`config.mk`:
```
export PLATFORM = sky130hd
export DESIGN_NAME = reg_op_sequencer
export DESIGN_NICKNAME = d
export VERILOG_FILES = /design/src/rtl/reg_op_sequencer.sv
export SDC_FILE = /design/constraint.sdc
export NUM_CORES = 1
export LEC_CHECK = 0
export CAP_MARGIN = 20
export CORE_MARGIN = 5
export CORE_UTILIZATION = 50
export DETAILED_ROUTE_END_ITERATION = 6
export DONT_BUFFER_PORTS = 1
export PLACE_DENSITY = 0.65
export SYNTH_ARGS = -nofsm -noshare
export SYNTH_HDL_FRONTEND = slang
export SYNTH_SLANG_ARGS = --single-unit
```
`constraint.sdc`:
```
create_clock -name clk -period 3.15 [get_ports clk]
set_input_delay 0.4725 -clock clk [delete_from_list [all_inputs] [get_ports clk]]
set_output_delay 0.4725 -clock clk [all_outputs]
set_load 0.02 [all_outputs]
```
`src/rtl/reg_op_sequencer.sv`:
```
// rtl/reg_op_sequencer.sv - queued command sequencer driving super_register_8bits controls
module reg_op_sequencer #(
    parameter int DEPTH = 4
) (
    input  logic                     clk,
    input  logic                     rst_n,
    input  logic                     cmd_valid,
    output logic                     cmd_ready,
    input  logic [2:0]               cmd_op,
    input  logic [7:0]               cmd_data,
    input  logic [3:0]               cmd_count,
    input  logic                     cmd_serial,
    input  logic                     cmd_stop_on_flag,
    input  logic                     reg_flag,
    output logic [2:0]               operation,
    output logic [7:0]               in_data,
    output logic                     in_shift_right,
    output logic                     in_shift_left,
    output logic                     busy,
    output logic                     done,
    output logic [$clog2(DEPTH):0]   fill
);

    localparam int AW = $clog2(DEPTH);
    localparam logic [AW:0] FULL = (AW+1)'(DEPTH);
    localparam logic [2:0] OP_STORE = 3'd5;

    typedef struct packed {
        logic [2:0] op;
        logic [7:0] data;
        logic [3:0] count;
        logic       serial;
        logic       stop;
    } cmd_t;

    typedef enum logic {IDLE, ISSUE} state_t;

    state_t          state, state_next;
    cmd_t            mem [DEPTH];
    cmd_t            head;
    logic [AW-1:0]   wr_ptr, rd_ptr;
    logic [3:0]      remaining;
    logic            cur_stop;
    logic            push, pop, fifo_empty, last_cycle;

    assign cmd_ready  = (fill != FULL);
    assign fifo_empty = (fill == '0);
    assign push       = cmd_valid && cmd_ready;
    assign head       = mem[rd_ptr];

    // Command storage; contents need no reset since fill gates every read
    always_ff @(posedge clk) begin
        if (push)
            mem[wr_ptr] <= '{op: cmd_op, data: cmd_data, count: cmd_count,
                             serial: cmd_serial, stop: cmd_stop_on_flag};
    end

    // FIFO pointers and occupancy; pointers wrap naturally at power-of-two depth
    always_ff @(posedge clk or negedge rst_n) begin
        if (!rst_n) begin
            wr_ptr <= '0;
            rd_ptr <= '0;
            fill   <= '0;
        end else begin
            if (push) wr_ptr <= wr_ptr + 1'b1;
            if (pop)  rd_ptr <= rd_ptr + 1'b1;
            case ({push, pop})
                2'b10:   fill <= fill + 1'b1;
                2'b01:   fill <= fill - 1'b1;
                default: fill <= fill;
            endcase
        end
    end

    // FSM state register
    always_ff @(posedge clk or negedge rst_n) begin
        if (!rst_n) state <= IDLE;
        else        state <= state_next;
    end

    // FSM next state: leave ISSUE only when the last cycle ends with nothing queued
    always_comb begin
        state_next = state;
        case (state)
            IDLE:    if (!fifo_empty) state_next = ISSUE;
            ISSUE:   if (last_cycle && fifo_empty) state_next = IDLE;
            default: state_next = IDLE;
        endcase
    end

    // FSM outputs: last-cycle detection includes the same-cycle flag for early stop
    always_comb begin
        busy       = (state == ISSUE);
        last_cycle = busy && ((remaining == '0) || (cur_stop && reg_flag));
        done       = last_cycle;
        pop        = !fifo_empty && ((state == IDLE) || last_cycle);
    end

    // Registered register-control outputs: load on pop, fall back to store when a command ends
    always_ff @(posedge clk or negedge rst_n) begin
        if (!rst_n) begin
            operation      <= OP_STORE;
            in_data        <= '0;
            in_shift_right <= 1'b0;
            in_shift_left  <= 1'b0;
            remaining      <= '0;
            cur_stop       <= 1'b0;
        end else if (pop) begin
            operation      <= head.op;
            in_data        <= head.data;
            in_shift_right <= (head.op == 3'd1) && head.serial;
            in_shift_left  <= (head.op == 3'd2) && head.serial;
            remaining      <= head.count;
            cur_stop       <= head.stop;
        end else if (last_cycle) begin
            operation      <= OP_STORE;
            in_data        <= '0;
            in_shift_right <= 1'b0;
            in_shift_left  <= 1'b0;
            remaining      <= '0;
            cur_stop       <= 1'b0;
        end else if (busy) begin
            remaining      <= remaining - 1'b1;
        end
    end

endmodule

```
# Word level (Yosys, flattened, before mapping)
# Memories as Yosys holds them, arrays and structs flattened.
# Cells that the tools add are included.
[classes]
div_mod_pow = 0
multipliers = 0
reduce_logical = 15
magnitude_cmp = 0
n_addsub = 5
n_eq_ne = 5
bitwise = 1
n_shift = 0
n_mux = 17
[ops]
columns = ["op", "count"]
rows = [
  ["8-bit 2-to-1 mux", 2],
  ["4-bit 2-to-1 mux", 3],
  ["1-bit 2-to-1 mux", 8],
  ["1-bit logical AND", 7],
  ["3-bit 2-to-1 mux", 2],
  ["3-bit case mux with 2 select lines", 1],
  ["2-bit by 1-bit adder with 2-bit output (second input constant)", 2],
  ["4-bit zero test", 1],
  ["2-bit nonzero test", 2],
  ["4-bit by 1-bit subtractor with 4-bit output (second input constant)", 1],
  ["3-bit by 1-bit adder with 3-bit output (second input constant)", 1],
  ["3-bit by 1-bit equality test with 1-bit output (second input constant)", 1],
  ["3-bit by 2-bit equality test with 1-bit output (second input constant)", 1],
  ["3-bit zero test", 1],
  ["3-bit inequality test (second input constant)", 1],
  ["3-bit nonzero test", 1],
  ["3-bit by 1-bit subtractor with 3-bit output (second input constant)", 1],
  ["2-bit by 1-bit equality test with 1-bit output (second input constant)", 1],
  ["2-bit equality test (second input constant)", 1],
  ["1-bit logical OR", 2],
  ["1-bit case mux with 2 select lines", 1],
  ["1-bit zero test", 1],
  ["1-bit NOT", 1],
]
[totals]
output_inout_bits = 19
regBits = 26
inputBits = 21
memories = 1
latch_bits = 0
romBits = 0
ramBits = 68
[memory_table]
columns = ["name", "words", "word_bits", "read_ports", "rd_ports_with_merged_regs", "wr", "line_no", "source"]
rows = [
  ["mem", 4, 17, 1, 0, 1, "39", "cmd_t mem [DEPTH];"],
]

# Longest topological paths before layout
# Gate-level depths: netlist (run 1).
[depth]
word_depth = 7
ltp_mapped = 11
ltp_nobuf = 10

# Least setup slack after synthesis (run 1)
# No wires, ideal clock.
[synth_path]
path_type = "flip-flop to flip-flop"
from = "register remaining[0]"
to = "register fill[2]"
setup_ps = 80
path_stages_with_launch = 12
t_required_ps = 3070
n_path_buf = 1
slack_ps = 572
period_less_slack_ps = 2578
arrival_ps = 2499
cell_sequence = "dfrtp_1 inv_1 ha_1 or3b_2 a21oi_1 buf_4 ha_1 inv_1 fa_1 xor2_1 nor2_1 xor2_1"
[synth_via]
elab_chain_len = 7
[synth_rtl]
columns = ["item", "line_no", "source"]
rows = [
  ["start: declaration", "42", "logic [3:0] remaining;"],
  ["start signal: assignment", "113", "remaining <= head.count;"],
  ["start signal: assignment", "123", "remaining <= remaining - 1'b1;"],
  ["4-bit zero test *", "94", "last_cycle = busy && ((remaining == '0) || (cur_stop && reg_flag));"],
  ["1-bit logical OR *", "94", ""],
  ["1-bit logical AND *", "94", ""],
  ["1-bit logical OR *", "96", "pop = !fifo_empty && ((state == IDLE) || last_cycle);"],
  ["1-bit logical AND *", "96", ""],
  ["2-bit by 1-bit equality test with 1-bit output / 2-bit equality test (equally long branches)", "67", "case ({push, pop})"],
  ["3-bit case mux with 2 select lines / 2-bit nonzero test (equally long branches)", "--", ""],
  ["end signal: assignment", "68", "2'b10: fill <= fill + 1'b1;"],
  ["end signal: assignment", "69", "2'b01: fill <= fill - 1'b1;"],
  ["end signal: assignment", "70", "default: fill <= fill;"],
  ["end: declaration", "21", "output logic [$clog2(DEPTH):0] fill"],
]
# Mark *: on every way between the ends. The rest lies on a longest branch, timed or not.
# A chain may end at the register's enable or synchronous reset.

# Worst setup path after layout (run 1)
# Ends and elaborated chain as after synthesis.

==> results of run 1 <==
sequential cells by signal, indices dropped and copies added, names as in the netlist, 2 cells and up:
register,count
in_data,8
mem,68
fill,3
wr_ptr,2
remaining,4
rd_ptr,2
operation,3
critical path, stage by stage, from the launching register on:
cell,delay [ns]
dfrtp_1,0.43
inv_1,0.11
ha_1,0.17
or3b_2,0.50
a21oi_1,0.20
ha_1,0.21
inv_1,0.06
fa_1,0.37
xor2_1,0.17
nor2_1,0.11
xor2_1,0.15
kinds of logic after synthesis:
logic type	synth area share
xor gates and xnor gates	0.0185
AOI/OAI and AO/OA	0.0683
adders and majority gates	0.0284
muxes	0.123
DFF	0.711
buffers and inverters	0.0218
and+or+nand+nor	0.0294
where the power goes:
part	leakage, uW	internal, uW	total (uW)	switching [uW]
Clock	0.000108	466	863	396
Combinational	0.000497	643	1340	695
Sequential	0.000935	1700	2040	340
Total	0.00154	2810	4240	1430
path summary, 6_finish.rpt:
| path | cells past startpoint | startpoint | end |
|---|---|---|---|
| worst max-delay path | 10 | remaining[0]$_DFFE_PN0P_ | fill[2]$_DFFE_PN0P_ |
| worst min-delay path | 0 | cmd_op[1] | mem[0][15]$_DFFE_PP_ |
| worst max register to register | 10 | remaining[0]$_DFFE_PN0P_ | fill[2]$_DFFE_PN0P_ |
| worst min register to register | 1 | cur_stop$_DFFE_PN0P_ | cur_stop$_DFFE_PN0P_ |
| max in group asynchronous | 2 | rst_n | operation[0]$_DFFE_PN1P_ |
| min in group asynchronous | 2 | rst_n | in_shift_left$_DFFE_PN0P_ |
area by class of cell:
type,count,share of cell area
Sequential cell,94,0.644
Timing Repair Buffer,10,0.0215
Clock buffer,10,0.0329
Multi-Input combinational cell,89,0.242
Clock inverter,6,0.0200
Tap cell,99,0.0296
Inverter,11,0.00987
per-layer routing:
metal,track usage,part of all wire
met2,0.265,0.52
met5,0,0
met3,0.0495,0.059
met1,0.185,0.41
met4,0.0551,0.0086
cell usage in the layout, fill, tap and decap left out, drive strengths merged, types with 3 or more instances in the layout:
cell type  count
edfxtp        68
dfrtp         24
mux4          16
inv           12
a22o          10
clkbuf        10
buf            9
ha             7
mux2i          6
xnor2          5
o211ai         5
and3           4
o221ai         4
nand2          3
xor2           3
synth_stat cells:
| master | count | area (sq um) |
|---|---|---|
| nor2_1 | 1 | 3.75 |
| or3b_2 | 1 | 8.76 |
| o32ai_1 | 2 | 17.5 |
| o211ai_1 | 5 | 37.5 |
| buf_1 | 1 | 3.75 |
| nand2b_1 | 2 | 12.5 |
| dfrtp_1 | 24 | 601 |
| o221ai_1 | 4 | 35.0 |
| a21boi_0 | 1 | 7.51 |
| buf_6 | 1 | 11.3 |
| clkbuf_1 | 1 | 3.75 |
| mux4_2 | 10 | 225 |
| nor3_1 | 2 | 10.0 |
| xor2_1 | 3 | 26.3 |
| a2bb2oi_1 | 2 | 17.5 |
| or3b_1 | 1 | 8.76 |
| a21oi_1 | 1 | 5.00 |
| nor3b_2 | 1 | 12.5 |
| and2_1 | 2 | 12.5 |
| edfxtp_1 | 68 | 2040 |
| mux2i_1 | 6 | 60.1 |
| dfstp_2 | 2 | 52.6 |
| fa_1 | 1 | 20.0 |
| mux4_1 | 6 | 158 |
| a211o_1 | 1 | 8.76 |
| a21bo_2 | 1 | 10.0 |
| buf_4 | 1 | 7.51 |
| o22ai_2 | 1 | 12.5 |
| inv_1 | 11 | 41.3 |
| mux2_2 | 2 | 22.5 |
| a22o_1 | 10 | 87.6 |
| ha_1 | 7 | 87.6 |
| buf_2 | 3 | 15.0 |
| o21ai_0 | 1 | 5.00 |
| o21a_1 | 2 | 15.0 |
| nand2_1 | 3 | 11.3 |
| or3_1 | 1 | 6.26 |
| xnor2_1 | 5 | 43.8 |
| and3_1 | 4 | 25.0 |
metrics by stage:
stage | instances | area [sq um] | total power (uW) | hold slack (ns)
6_report | 319 | 4190 | 4240 | 0.211
5_1_grt | 319 | 4190 | 4480 | 0.182
4_1_cts | 319 | 4190 | 4280 | 0.193
3_5_place_dp | 301 | 3930 | 3410 | 0.178
3_3_place_gp | 301 | 3930 | 3310 | 0.178
2_1_floorplan | 201 | 3790 | 3030 | 0.177
repair_timing:
item                      CTS  global route
hold endpoints to repair   26             0
resized for setup           0             0
hold buffers                2             0
==> run_results.csv, run 1 <==
group,metric,value,unit
sta,relSlewSlack,0.640,
cts,cts_buffer_depth,2,
cts,cts_setup_buffers,0,
detailed_routing,wire_per_inst,21.5,microns
final_layout,regArea,2700,sq um
job,drv_cap,0,
sta,hold_viol,0,
cts,clk_pin_slew_worst_paths,0.09,ns
sta,setup_viol,0,
final_layout,fin_nets,244,
worst_setup_path,cp.required,3.42,ns
sta,setup_tns,0,ns
detailed_routing,vias_per_cell,5.80,
detailed_routing,ant_nets,0,
logic_synthesis,synth_seq_area_share,0.711,
worst_setup_path,cp_max_fo,4,
sta,fin_crit,2.56,ns
power,p_leak,0.00154,uW
final_layout,multi_input_area,1010,sq um
global_routing,grt_pass1_vias,2061,
run_status,status,"completed",
floorplan,initial_utilization,0.517,
placement,pre_cts_ws,0.614,ns
final_layout,antenna_cells,0,
placement,portBuffers,0,
global_routing,grt.total_usage,0.155,
sta,rsz0062_at_grt,"false",
placement,place.gp.congestion,0.744,
detailed_routing,drc_errors,0,
floorplan,die-area,9420,sq um
power,p_per_area,1010,nW/um^2
final_layout,finish.utilization,0.571,
worst_setup_path,r2r_slack,0.59,ns
sta,drv_slew,0,
worst_setup_path,cp.arrival,2.83,ns
floorplan,num_rows,31,
sta,setup_ws,0.592,ns
detailed_routing,first_pass_iters,4,
floorplan,dieWidth,97.1,microns
sta,tightest_slew,0.538,ns
floorplan,ioPinCount,40,
floorplan,fp.dieH,97.1,microns
global_routing,antenna_found_initial,0,
global_routing,grt_pass1_wl,11.3,mm
min_path,holdCritPathClass,"input pin to flip-flop",
placement,place_hpwl,4.54,mm
final_layout,layout-drive-gt1-share,0.186,
sta,fmax,0.391,GHz
global_routing,grt_max_degree,27,
cts,htreeDepth,3,
cts,cts_buffers,9,
logic_synthesis,yosysWarnings,0,
final_layout,fillerInstances,557,
detailed_routing,vias,1850,
floorplan,core,7330,sq um
cts,cts_num_sinks,94,
detailed_routing,drt-initial-drc-count,132,
logic_synthesis,ys_types,39,
power,ir_drop,0.308,mV
final_layout,syn_to_final_growth,10.4,%
cts,clk_latency,0.35,ns
cts,cts-root-buf,"clkbuf_8",
logic_synthesis,avgSynthCellArea,18.9,sq um
detailed_routing,wl,6.87,mm
logic_synthesis,syn-num-nets,230,
cts,cts_tree,"built",
sta,finalCritPeriodShare,0.812,
logic_synthesis,syn_area,3790,sq um
worst_setup_path,endpoint_kind,"flip-flop",
worst_setup_path,startpoint_type,"flip-flop",
logic_synthesis,synth_cells,201,
logic_synthesis,yosys_register_bits,94,
sta,skew,0.0120,ns
global_routing,overflow,0,
worst_setup_path,path_class,"flip-flop to flip-flop",
Note: power is estimated with default switching activity, not from simulation.
==> inputs of run 2 (changes only) <==
- PLACE_DENSITY: 0.65 -> 0.68
- clock period: 3.15 -> 2.3 ns (I/O delays scaled with it)
==> run_results.csv, run 2 (synthesis gave the netlist of run 1 again) <==
group,metric,value,unit
run_status,status,"completed",
detailed_routing,top_layer_used,"met4",
power,p_leak,0.00158,uW
floorplan,ioPinCount,40,
power,ir_drop,0.568,mV
placement,placed_area,4000,sq um
sta,skew,0.0107,ns
sta,setup_tns,0,ns
cts,cts_buffer_depth,2,
worst_setup_path,startpoint_type,"flip-flop",
cts,htreeDepth,3,
global_routing,grt_pass1_wl,11.0,mm
detailed_routing,wire_per_inst,21.6,microns
worst_setup_path,cp_max_fo,4,
floorplan,num_rows,31,
sta,relSlewSlack,0.338,
floorplan,die-area,9420,sq um
worst_setup_path,endpoint_kind,"flip-flop",
placement,portBuffers,0,
final_layout,layout_common_cells,"68 x edfxtp_1, 24 x dfrtp_1, 16 x buf_4",
worst_setup_path,path_buf_inv,2,
final_layout,final_common_cell,"edfxtp_1",
global_routing,grt_max_degree,27,
sta,hold_viol,0,
worst_setup_path,path_cells,"inv_1 -> ha_2 -> or3b_4 -> a21oi_4 -> ha_4 -> inv_1 -> fa_2 -> xor2_1 -> nor2_1 -> xor2_1",
cts,cts_buffers,9,
detailed_routing,ant_nets,0,
sta,finalCritPeriodShare,0.987,
detailed_routing,vias_per_cell,5.85,
final_layout,finish.utilization,0.584,
placement,place.gp.congestion,0.861,
power,p_per_area,1410,nW/um^2
final_layout,design_area,4280,sq um
worst_setup_path,cp.required,2.58,ns
sta,fin_crit,2.27,ns
detailed_routing,vias,1913,
detailed_routing,wl_met2,3.70,mm
min_path,holdCritPathClass,"input pin to flip-flop",
final_layout,top_register,"mem",
final_layout,syn_to_final_growth,12.9,%
cts,cts_tree,"built",
power,totalPowerFinal,6050,uW
floorplan,initial_utilization,0.517,
final_layout,fin_nets,252,
floorplan,core,7330,sq um
worst_setup_path,path_class,"flip-flop to flip-flop",
global_routing,overflow,0,
global_routing,antenna_found_initial,0,
cts,clk_pin_slew_worst_paths,0.09,ns
job,drv_cap,0,
sta,fmax,0.440,GHz
cts,cts_num_sinks,94,
cts,cts-root-buf,"clkbuf_8",
worst_setup_path,cp_slowest_cell,"dfrtp_1",
detailed_routing,drc_errors,0,
detailed_routing,met3_length,480,microns
sta,setup_viol,0,
sta,tightest_slew,0.994,ns
final_layout,antenna_cells,0,
worst_setup_path,cp.arrival,2.55,ns
worst_setup_path,cp_top_family,"adder cells",
final_layout,layout-drive-gt1-share,0.246,
cts,clk_latency,0.35,ns
floorplan,fp.dieH,97.1,microns
global_routing,grt.total_usage,0.153,
detailed_routing,first_pass_iters,4,
detailed_routing,drt-initial-drc-count,125,
floorplan,dieWidth,97.1,microns
detailed_routing,wl_met1,2.79,mm
global_routing,grt_pass1_vias,2058,
sta,drv_slew,0,
final_layout,largest_registers,"mem (68), in_data (8), remaining (4)",
detailed_routing,wl,7.05,mm
final_layout,largest_reg_flops,68,
placement,place_hpwl,4.66,mm
worst_setup_path,crit_path_max_incr_delay,0.41,ns
==> run 2: path summary, 6_finish.rpt <==
path                                           from                  endpoint  slack [ns]  cells after the start
setup / recovery           remaining[0]$_DFFE_PN0P_       fill[2]$_DFFE_PN0P_        0.03                     10
hold / removal                            cmd_op[2]      mem[0][16]$_DFFE_PP_        0.09                      0
setup reg to reg           remaining[0]$_DFFE_PN0P_       fill[2]$_DFFE_PN0P_        0.03                     10
hold reg to reg            operation[0]$_DFFE_PN1P_  operation[0]$_DFFE_PN1P_        0.57                      1
max in group asynchronous                     rst_n  operation[0]$_DFFE_PN1P_        1.65                      2
min in group asynchronous                     rst_n            busy$_DFF_PN0_        0.42                      2
==> run 2: final cells by class <==
| cell class | count | area [sq um] |
|---|---|---|
| timing repair buffer | 18 | 150 |
| clock inverter | 5 | 81.3 |
| multi-input combinational | 89 | 1050 |
| sequential | 94 | 2700 |
| clock buffer | 11 | 141 |
| inverter | 11 | 41.3 |
| tap | 99 | 124 |
| fill | 519 | 3050 |
==> run 2: where the power goes <==
| group | switching (uW) | internal [uW] | total (uW) |
|---|---|---|---|
| clock network | 547 | 645 | 1190 |
| logic | 1100 | 1030 | 2130 |
| registers | 405 | 2330 | 2740 |
| total | 2050 | 4000 | 6050 |
==> run 2: repair_timing <==
item                                    CTS  global route
endpoints found under the setup margin    1             1
hold endpoints to repair                 26             0
setup buffers                             1             3
hold buffers                              2             0
resized for setup                         0             2
pin swaps                                 0             2
==> run 2: metal layers <==
layer / vias up / track usage
li1: 844 / -
met5: - / 0
met4: 0 / 0.0572
met1: 997 / 0.184
met2: 61 / 0.260
met3: 11 / 0.0445
==> run 2: through the flow <==
step / worst slack (ns) / cells / hold slack [ns]
4_1_cts: 0.0000921 / 324 / 0.0739
3_3_place_gp: 0.0842 / 305 / 0.0502
2_1_floorplan: -0.0148 / 201 / 0.0494
6_report: 0.0295 / 327 / 0.0877
3_5_place_dp: 0.00811 / 305 / 0.0503
5_1_grt: -0.0299 / 327 / 0.0643
==> inputs of run 3 (changes only) <==
- HOLD_SLACK_MARGIN: unset -> 0.05
==> results of run 3 <==
The final DEF is identical to that of run 2; final timing and power are the same.
